## src/rtl/fft_bf_scheduler_if.sv

```systemverilog
// Control/handshake bundle between the FFT butterfly scheduler and its surroundings
// (top-level control, butterfly datapath, sample RAM).
interface fft_bf_scheduler_if #(
  parameter int LOG2N = 3
);
  logic             start;
  logic             hold;
  logic             bf_done;
  logic             bf_start;
  logic             wr_en;
  logic [LOG2N-1:0] a_addr;
  logic [LOG2N-1:0] b_addr;
  logic [LOG2N-2:0] tw_idx;
  logic [3:0]       stage;
  logic             busy;
  logic             done;

  // The scheduler drives the butterfly bus.
  modport master (
    input  start, hold, bf_done,
    output bf_start, wr_en, a_addr, b_addr, tw_idx, stage, busy, done
  );

  modport slave (
    output start, hold, bf_done,
    input  bf_start, wr_en, a_addr, b_addr, tw_idx, stage, busy, done
  );
endinterface

```

## src/rtl/fft_bf_scheduler.sv

```systemverilog
// Walks one shared radix-2 butterfly through an in-place DIT FFT of 2^LOG2N points:
// per butterfly it presents A/B addresses and twiddle index, waits for bf_done, then strobes write-back.
module fft_bf_scheduler #(
  parameter int LOG2N = 3
) (
  input  logic               Clock,
  input  logic               nReset,
  fft_bf_scheduler_if.master bus
);
  localparam int KW = LOG2N - 1;

  typedef enum logic [2:0] {IDLE, ISSUE, WAIT, WRITE, DONE} state_t;

  state_t           state_reg;
  logic [3:0]       stage_reg;
  logic [KW-1:0]    k_reg;
  logic [LOG2N-1:0] a_addr_reg;
  logic [LOG2N-1:0] b_addr_reg;
  logic [KW-1:0]    tw_idx_reg;
  logic             wr_en_reg;
  logic             done_reg;
  logic             busy_reg;

  logic             last_k;
  logic             last_stage;
  logic             load_addr;
  logic [3:0]       stage_next;
  logic [KW-1:0]    k_next;
  logic [LOG2N-1:0] span;
  logic [LOG2N-1:0] j;
  logic [LOG2N-1:0] grp;
  logic [LOG2N-1:0] a_next;
  logic [LOG2N-1:0] b_next;
  logic [KW-1:0]    tw_next;

  assign last_k     = (k_reg == {KW{1'b1}});
  assign last_stage = (stage_reg == 4'(LOG2N - 1));

  // Addresses are loaded whenever a butterfly is about to be issued: on run start or after a non-final write-back.
  assign load_addr = ((state_reg == IDLE) && bus.start) ||
                     ((state_reg == WRITE) && !(last_k && last_stage));

  always_comb begin
    stage_next = 4'd0;
    k_next     = '0;
    if (state_reg != IDLE) begin
      if (last_k) begin
        stage_next = stage_reg + 4'd1;
        k_next     = '0;
      end else begin
        stage_next = stage_reg;
        k_next     = k_reg + KW'(1);
      end
    end
    span    = LOG2N'(1) << stage_next;
    j       = LOG2N'(k_next) & (span - LOG2N'(1));
    grp     = LOG2N'(k_next) >> stage_next;
    a_next  = (grp << (stage_next + 4'd1)) + j;
    b_next  = a_next + span;
    tw_next = KW'(j << (4'(LOG2N - 1) - stage_next));
  end

  always_ff @(posedge Clock or negedge nReset) begin
    if (!nReset) begin
      state_reg  <= IDLE;
      stage_reg  <= 4'd0;
      k_reg      <= '0;
      a_addr_reg <= '0;
      b_addr_reg <= '0;
      tw_idx_reg <= '0;
      wr_en_reg  <= 1'b0;
      done_reg   <= 1'b0;
      busy_reg   <= 1'b0;
    end else begin
      wr_en_reg <= 1'b0;
      done_reg  <= 1'b0;

      if (load_addr) begin
        stage_reg  <= stage_next;
        k_reg      <= k_next;
        a_addr_reg <= a_next;
        b_addr_reg <= b_next;
        tw_idx_reg <= tw_next;
      end

      case (state_reg)
        IDLE: begin
          if (bus.start) begin
            state_reg <= ISSUE;
            busy_reg  <= 1'b1;
          end
        end
        ISSUE: begin
          if (!bus.hold) state_reg <= WAIT;
        end
        WAIT: begin
          if (bus.bf_done) begin
            state_reg <= WRITE;
            wr_en_reg <= 1'b1;
          end
        end
        WRITE: begin
          if (last_k && last_stage) begin
            state_reg <= DONE;
            busy_reg  <= 1'b0;
            done_reg  <= 1'b1;
          end else begin
            state_reg <= ISSUE;
          end
        end
        DONE:    state_reg <= IDLE;
        default: state_reg <= IDLE;
      endcase
    end
  end

  // bf_start must drop in the very cycle hold is high, so it is decoded from state and hold directly.
  assign bus.bf_start = (state_reg == ISSUE) && !bus.hold;
  assign bus.wr_en    = wr_en_reg;
  assign bus.done     = done_reg;
  assign bus.busy     = busy_reg;
  assign bus.a_addr   = a_addr_reg;
  assign bus.b_addr   = b_addr_reg;
  assign bus.tw_idx   = tw_idx_reg;
  assign bus.stage    = stage_reg;
endmodule

```

## src/flat_wrapper.sv

```systemverilog
// flat-port wrapper written by rule: the top's interface ports become plain ports
module fft_bf_scheduler_flat 
#(
  parameter int LOG2N = 3
)
  (Clock, nReset, bus_start, bus_hold, bus_bf_done, bus_bf_start, bus_wr_en, bus_a_addr, bus_b_addr, bus_tw_idx, bus_stage, bus_busy, bus_done);
  fft_bf_scheduler_if #(.LOG2N(LOG2N)) bus_i ();
  input  logic Clock;
  input  logic nReset;
  input wire logic [$bits(bus_i.start)-1:0] bus_start;
  input wire logic [$bits(bus_i.hold)-1:0] bus_hold;
  input wire logic [$bits(bus_i.bf_done)-1:0] bus_bf_done;
  output wire logic [$bits(bus_i.bf_start)-1:0] bus_bf_start;
  output wire logic [$bits(bus_i.wr_en)-1:0] bus_wr_en;
  output wire logic [$bits(bus_i.a_addr)-1:0] bus_a_addr;
  output wire logic [$bits(bus_i.b_addr)-1:0] bus_b_addr;
  output wire logic [$bits(bus_i.tw_idx)-1:0] bus_tw_idx;
  output wire logic [$bits(bus_i.stage)-1:0] bus_stage;
  output wire logic [$bits(bus_i.busy)-1:0] bus_busy;
  output wire logic [$bits(bus_i.done)-1:0] bus_done;
  assign bus_i.start = bus_start;
  assign bus_i.hold = bus_hold;
  assign bus_i.bf_done = bus_bf_done;
  assign bus_bf_start = bus_i.bf_start;
  assign bus_wr_en = bus_i.wr_en;
  assign bus_a_addr = bus_i.a_addr;
  assign bus_b_addr = bus_i.b_addr;
  assign bus_tw_idx = bus_i.tw_idx;
  assign bus_stage = bus_i.stage;
  assign bus_busy = bus_i.busy;
  assign bus_done = bus_i.done;
  fft_bf_scheduler #(.LOG2N(LOG2N)) u_core (.Clock(Clock), .nReset(nReset), .bus(bus_i));
endmodule
```

## config.mk

```make
export PLATFORM = sky130hd
export DESIGN_NAME = fft_bf_scheduler_flat
export DESIGN_NICKNAME = d
export VERILOG_FILES = /design/src/rtl/fft_bf_scheduler_if.sv /design/src/rtl/fft_bf_scheduler.sv /design/src/flat_wrapper.sv
export SDC_FILE = /design/constraint.sdc
export NUM_CORES = 1
export LEC_CHECK = 0
export ABC_CLOCK_PERIOD_IN_PS = 4800
export BUFFER_PORTS_ARGS = -buffer_cell sky130_fd_sc_hd__buf_2
export CORE_UTILIZATION = 56
export DETAILED_ROUTE_END_ITERATION = 6
export PLACE_DENSITY = 0.79
export RECOVER_POWER = 100
export SYNTH_ARGS = -nofsm -noshare
export SYNTH_HDL_FRONTEND = slang
export SYNTH_SLANG_ARGS = --single-unit
```

## constraint.sdc

```tcl
create_clock -name Clock -period 4.8 [get_ports Clock]
set_clock_uncertainty 0.05 [all_clocks]
set_input_delay 0.96 -clock Clock [delete_from_list [all_inputs] [get_ports Clock]]
set_output_delay 0.96 -clock Clock [all_outputs]
set_load 0.05 [all_outputs]
```

### Yosys cells after proc, flatten, opt, wreduce, memory -nomap -nowiden

Cells that the tools add are included.
Widths: inputs -> output; s select.

* register bits: 20
* input bits: 5
* output and inout bits: 16
* logic and storage cells: 58

* add/sub/neg operators: 7
* eq/ne operators: 9
* shifts and indexed selects: 4
* mux-type cells: 16
* bitwise logic cells: 1
* reduce and logical (&&, ||, !) cells: 12

Operator list (number)
* $mux 3: 4
* $pmux 3 s4: 1
* $add 4x1->4 const B: 2
* $mux 4: 2
* $ne 2x2->1 const B: 4
* $add 3x3->3: 2
* $eq 3x2->1 const B: 2
* $mux 1: 6
* $reduce_and 3->1: 2
* $eq 4x2->1 const B: 1
* $logic_and 1x1->1: 4
* $mux 2: 2
* $shl 1x4->3 const A: 1
* $shl 3x4->2: 1
* $shl 3x4->3: 1
* $shr 2x4->3: 1
* $sub 2x4->4 const A: 1
* $and 2x3->3: 1
* $eq 3x1->1 const B: 1
* $logic_not 3->1: 1
* $reduce_bool 3->1: 1
* $sub 3x1->3 const B: 1
* $add 2x1->2 const B: 1
* $eq 2x2->1 const B: 1
* other kinds (4): 5

### Logic depth before layout (Yosys ltp)

* word-level depth: 8
* mapped depth: 19
* mapped depth without buffers: 18

### Worst setup path before layout

OpenSTA, ideal clock, no wires.

* kind: register to register
* start point: register u_core.stage_reg[0] (netlist: u_core.bus.stage[0])
* end point: register u_core.b_addr_reg[2] (netlist: u_core.bus.b_addr[2])
* setup time: 0.125 ns
* data arrival time: 4.062 ns
* data required time: 4.625 ns
* setup slack: 0.564 ns
* stages on the path, launching flop included: 20
* buffers on the path: 1
* period minus slack after synthesis: 4.236 ns
* cells stage by stage: dfrtp_1 > buf_2 > inv_1 > ha_1 > nand2_1 > nand3_1 > inv_2 > ha_1 > xor2_1 > xnor2_1 > nor3_1 > nand3_1 > nor2_1 > ha_1 > fa_1 > inv_1 > fa_1 > xor2_1 > xnor3_1 > mux2_2

* word-level cells in the longest chain between the ends: 8
* elaborated cells between the ends (all ways): 16
* classes of those cells: add/sub: 5; eq/ne: 1; shift: 3; mux: 2; bitwise: 1; reduce/logical: 4

Ends and longest elaborated chain
* start: declaration: RTL line fft_bf_scheduler.sv:15 `logic [3:0] stage_reg;`
* start signal: assignment: RTL line fft_bf_scheduler.sv:79 `stage_reg <= stage_next;`
* $add 4x1->4 *: RTL line fft_bf_scheduler.sv:48 `stage_next = stage_reg + 4'd1;`
* $mux 4 *: RTL line fft_bf_scheduler.sv:47 `if (last_k) begin`
* $mux 4 *: RTL line fft_bf_scheduler.sv:46 `if (state_reg != IDLE) begin`
* net u_core.stage_next[1]: RTL line fft_bf_scheduler.sv:27 `logic [3:0] stage_next;`
* parallel branches: the longest is 3 deep, another holds $add 4x1->4
* $add 3x3->3 *: RTL line fft_bf_scheduler.sv:58 `a_next = (grp << (stage_next + 4'd1)) + j;`
* net u_core.a_next[1]: RTL line fft_bf_scheduler.sv:32 `logic [LOG2N-1:0] a_next;`
* $add 3x3->3 *: RTL line fft_bf_scheduler.sv:59 `b_next = a_next + span;`
* end signal: assignment: RTL line fft_bf_scheduler.sv:82 `b_addr_reg <= b_next;`
* end: declaration: RTL line fft_bf_scheduler.sv:18 `logic [LOG2N-1:0] b_addr_reg;`

Mark *: on every way through the listed nets, which the timed path passes.
A chain may end at the register's enable or synchronous reset.

### Final worst setup path

* start point: register u_core.k_reg[0]
* end point: register u_core.b_addr_reg[2] (netlist: u_core.bus.b_addr[2])

* word-level cells in the longest chain between the ends: 8
* elaborated cells between the ends (all ways): 18
* classes of those cells: add/sub: 5; eq/ne: 1; shift: 3; mux: 4; bitwise: 1; reduce/logical: 4

Ends and longest elaborated chain
* start: declaration: RTL line fft_bf_scheduler.sv:16 `logic [KW-1:0] k_reg;`
* start signal: assignment: RTL line fft_bf_scheduler.sv:80 `k_reg <= k_next;`
* $eq 2x2->1 *: RTL line fft_bf_scheduler.sv:36 `assign last_k = (k_reg == {KW{1'b1}});`
* $mux 4 *: RTL line fft_bf_scheduler.sv:47
* $mux 4 *: RTL line fft_bf_scheduler.sv:46
* net u_core.stage_next[0]: RTL line fft_bf_scheduler.sv:27
* parallel branches: the longest is 3 deep, another holds $add 4x1->4
* $add 3x3->3 *: RTL line fft_bf_scheduler.sv:58
* net u_core.a_next[1]: RTL line fft_bf_scheduler.sv:32
* $add 3x3->3 *: RTL line fft_bf_scheduler.sv:59

Marks and branches as above.

==> summary.txt <==
Die Y-Extent = 51.8 um
syn nets = 165
CTS resizes = 0
R2R Setup Slk = 260 ps
pre-CTS setup slack = 462 ps
Critical Path RT = 4970 ps
hold wc startpoint = u_core.bus.a_addr[1]$_DFFE_PN0P_
utilization after layout = 0.650
Leakage = 0.670 nW
Post-CTS Hold Buffers = 0
first-pass GRT wire length = 4930 um
CTS clk-pin slew, worst paths = 120 ps
DR vias/cell = 6.10
wire length per cell = 15.7 um
ant diodes = 0
grt ovf = 0
post-CTS setup buffer count = 0
Yosys reg bits = 20
commonest non-fill, non-tap cells in the layout = 20 x dfrtp_1, 17 x clkbuf_1, 15 x nand2_1, 12 x nor2_1, 9 x o21ai_0
row count = 17
H-tree depth = 1
Post-synth top flop = dfrtp_1
Netlist cell types = 42
Crit. Startpoint = u_core.k_reg[0]$_DFFE_PN0P_
Worst Path Max Fanout = 18
CP arrival = 4710 ps
GR Util met3 = 0.0322
final setup fails = 0
Avg Inst Size Synth = 9.13 um2
TritonRoute pass-1 iters = 4
fin area = 1480 um2
worst-case clock buffer depth = 2
Hold Worst Slack = 441 ps
via count = 1190
crit path time final = 4540 ps
DRT iter0 DRCs = 56
Core Box Area = 2280 um2
Post-DP HPWL = 2260 um
Reg area = 500 um2
final worst-path cycle share = 0.946
worst r2r src = u_core.k_reg[0]$_DFFE_PN0P_
area delta synth->final = 6.58%
Worst Slack Setup Final = 258 ps
layout cells sized above 1 = 0.108
Max Cap Violations = 0
post-synthesis sequential area ratio = 0.361
Final Hold Fails = 0
Synth area leaders = dfrtp_1 36%, ha_1 5.4%, mux2_2 4.1%, nand2_1 3.8%, xor2_1 3.8%
Worst Max-Slew Pin Slew = 1090 ps
max FFs per register = 4
Nets = 181
pin count of the biggest net entering global routing = 21
Netlist Area Pre-Place = 1390 um2
number of global-route vias before repair = 1068
CTS sink count = 20
Startpoint Class = register
DRC = 0
most crowded layer after global routing = met2
TritonCTS clock tree = done
DRT antenna net count = 0
CP Class = reg -> reg
VDD IR max = 0.418 mV
status = finished clean
TNS Setup = 0 ps
Tot GR Track Use = 0.258
Post-Route WL = 3060 um
Yosys top cell by area = dfrtp_1
Pwr per Cell Area = 615 nW/um2
EDFF count, synth = 0
CTS root buf = clkbuf_4
post-synth top area share = 0.361
asr flop ratio synth = 1.00
initial core utilization = 0.610
Worst Setup End Kind = register
most common cell after layout, fill and taps aside = dfrtp_1
die span in x = 51.8 um
Mapped Cells = 152
Buffers on Ports = 20
initial antenna violation count = 0
Min-Delay Path Class = reg -> reg
fill count = 182
Slew HR = 0.272
clk_lat worst skew = 310 ps
die area = 2680 um2
RD Place Congestion = 0.979
Max Freq = 0.220 GHz
GRT met1 Usage = 0.323
Slew Limit Fails = 0
unrepaired setup endpoints after global routing = no
grt met2 use = 0.431
multi-input logic area = 795 um2
I/O pins = 21
dpl cell area = 1470 um2
Synth Warn # = 0
CTS Buf Count = 3
-- worst paths after layout --
check	cells past startpoint	endpoint
max reg2reg	17	u_core.bus.b_addr[2]$_DFFE_PN0P_
max in group asynchronous	1	u_core.state_reg[0]$_DFFE_PN0P_
max	17	u_core.bus.b_addr[2]$_DFFE_PN0P_
min reg2reg	2	u_core.bus.a_addr[1]$_DFFE_PN0P_
min	2	u_core.bus.a_addr[1]$_DFFE_PN0P_
min in group asynchronous	1	u_core.bus.tw_idx[1]$_DFFE_PN0P_
-- layout make-up --
class	instances	share of cell area
Tap cell	28	0.0237
Inverter	7	0.0178
Multi-Input combinational cell	115	0.537
Timing Repair Buffer	21	0.0584
Clock buffer	4	0.0245
Sequential cell	20	0.338
-- report_power, final --
part	leakage [nW]	switching [W]	internal, W
logic	0.389	0.000362	0.000195
clock network	0.0210	0.0000577	0.0000464
registers	0.260	0.0000387	0.000209
total	0.670	0.000459	0.000450
-- synth_stat cells, drive strengths merged (2+ instances only) --
cell type   n
dfrtp      20
nand2      15
nor2       12
buf         9
o21ai       9
a21oi       7
inv         7
nor3        7
ha          6
nand3       6
xor2        6
mux2        5
o31ai       5
nand2b      3
nand3b      3
or2         3
a22o        2
and3        2
fa          2
nor2b       2
nor3b       2
nor4        2
or3         2
xnor2       2
-- metrics by stage --
step	std cells	total power, W
2_1_floorplan	152	0.000699
3_3_place_gp	191	0.000774
3_5_place_dp	191	0.000807
4_1_cts	195	0.000909
5_1_grt	195	0.000965
6_report	195	0.000909
-- worst max-delay path: stages (launching register included) --
cell and delay [ps]:
dfrtp_1 460, ha_1 540, xor2_1 230, nand2_1 180, inv_2 130, ha_1 230, xor2_1 190, xnor2_1 190
nor3_1 90, nand3_1 150, nor2_1 50, ha_1 230, fa_1 530, inv_1 90, fa_1 430, xor2_1 180
xnor3_1 220, mux2_2 260
-- layer usage --
| layer | up-vias | wire, um |
|---|---|---|
| met5 | - | 0 |
| met4 | 0 | 102 |
| met3 | 12 | 160 |
| met2 | 56 | 1430 |
| met1 | 556 | 1370 |
| li1 | 566 | - |
-- cell families after synthesis --
kind of cell	synth area share
AND/OR/NAND/NOR	0.231
AO/OA/AOI/OAI	0.153
flip-flops	0.361
multiplexers	0.0406
XOR/XNOR	0.0667
buffers and inverters	0.0649
adder cells (fa/ha/maj)	0.0830
(Power assumes the default switching activity.)
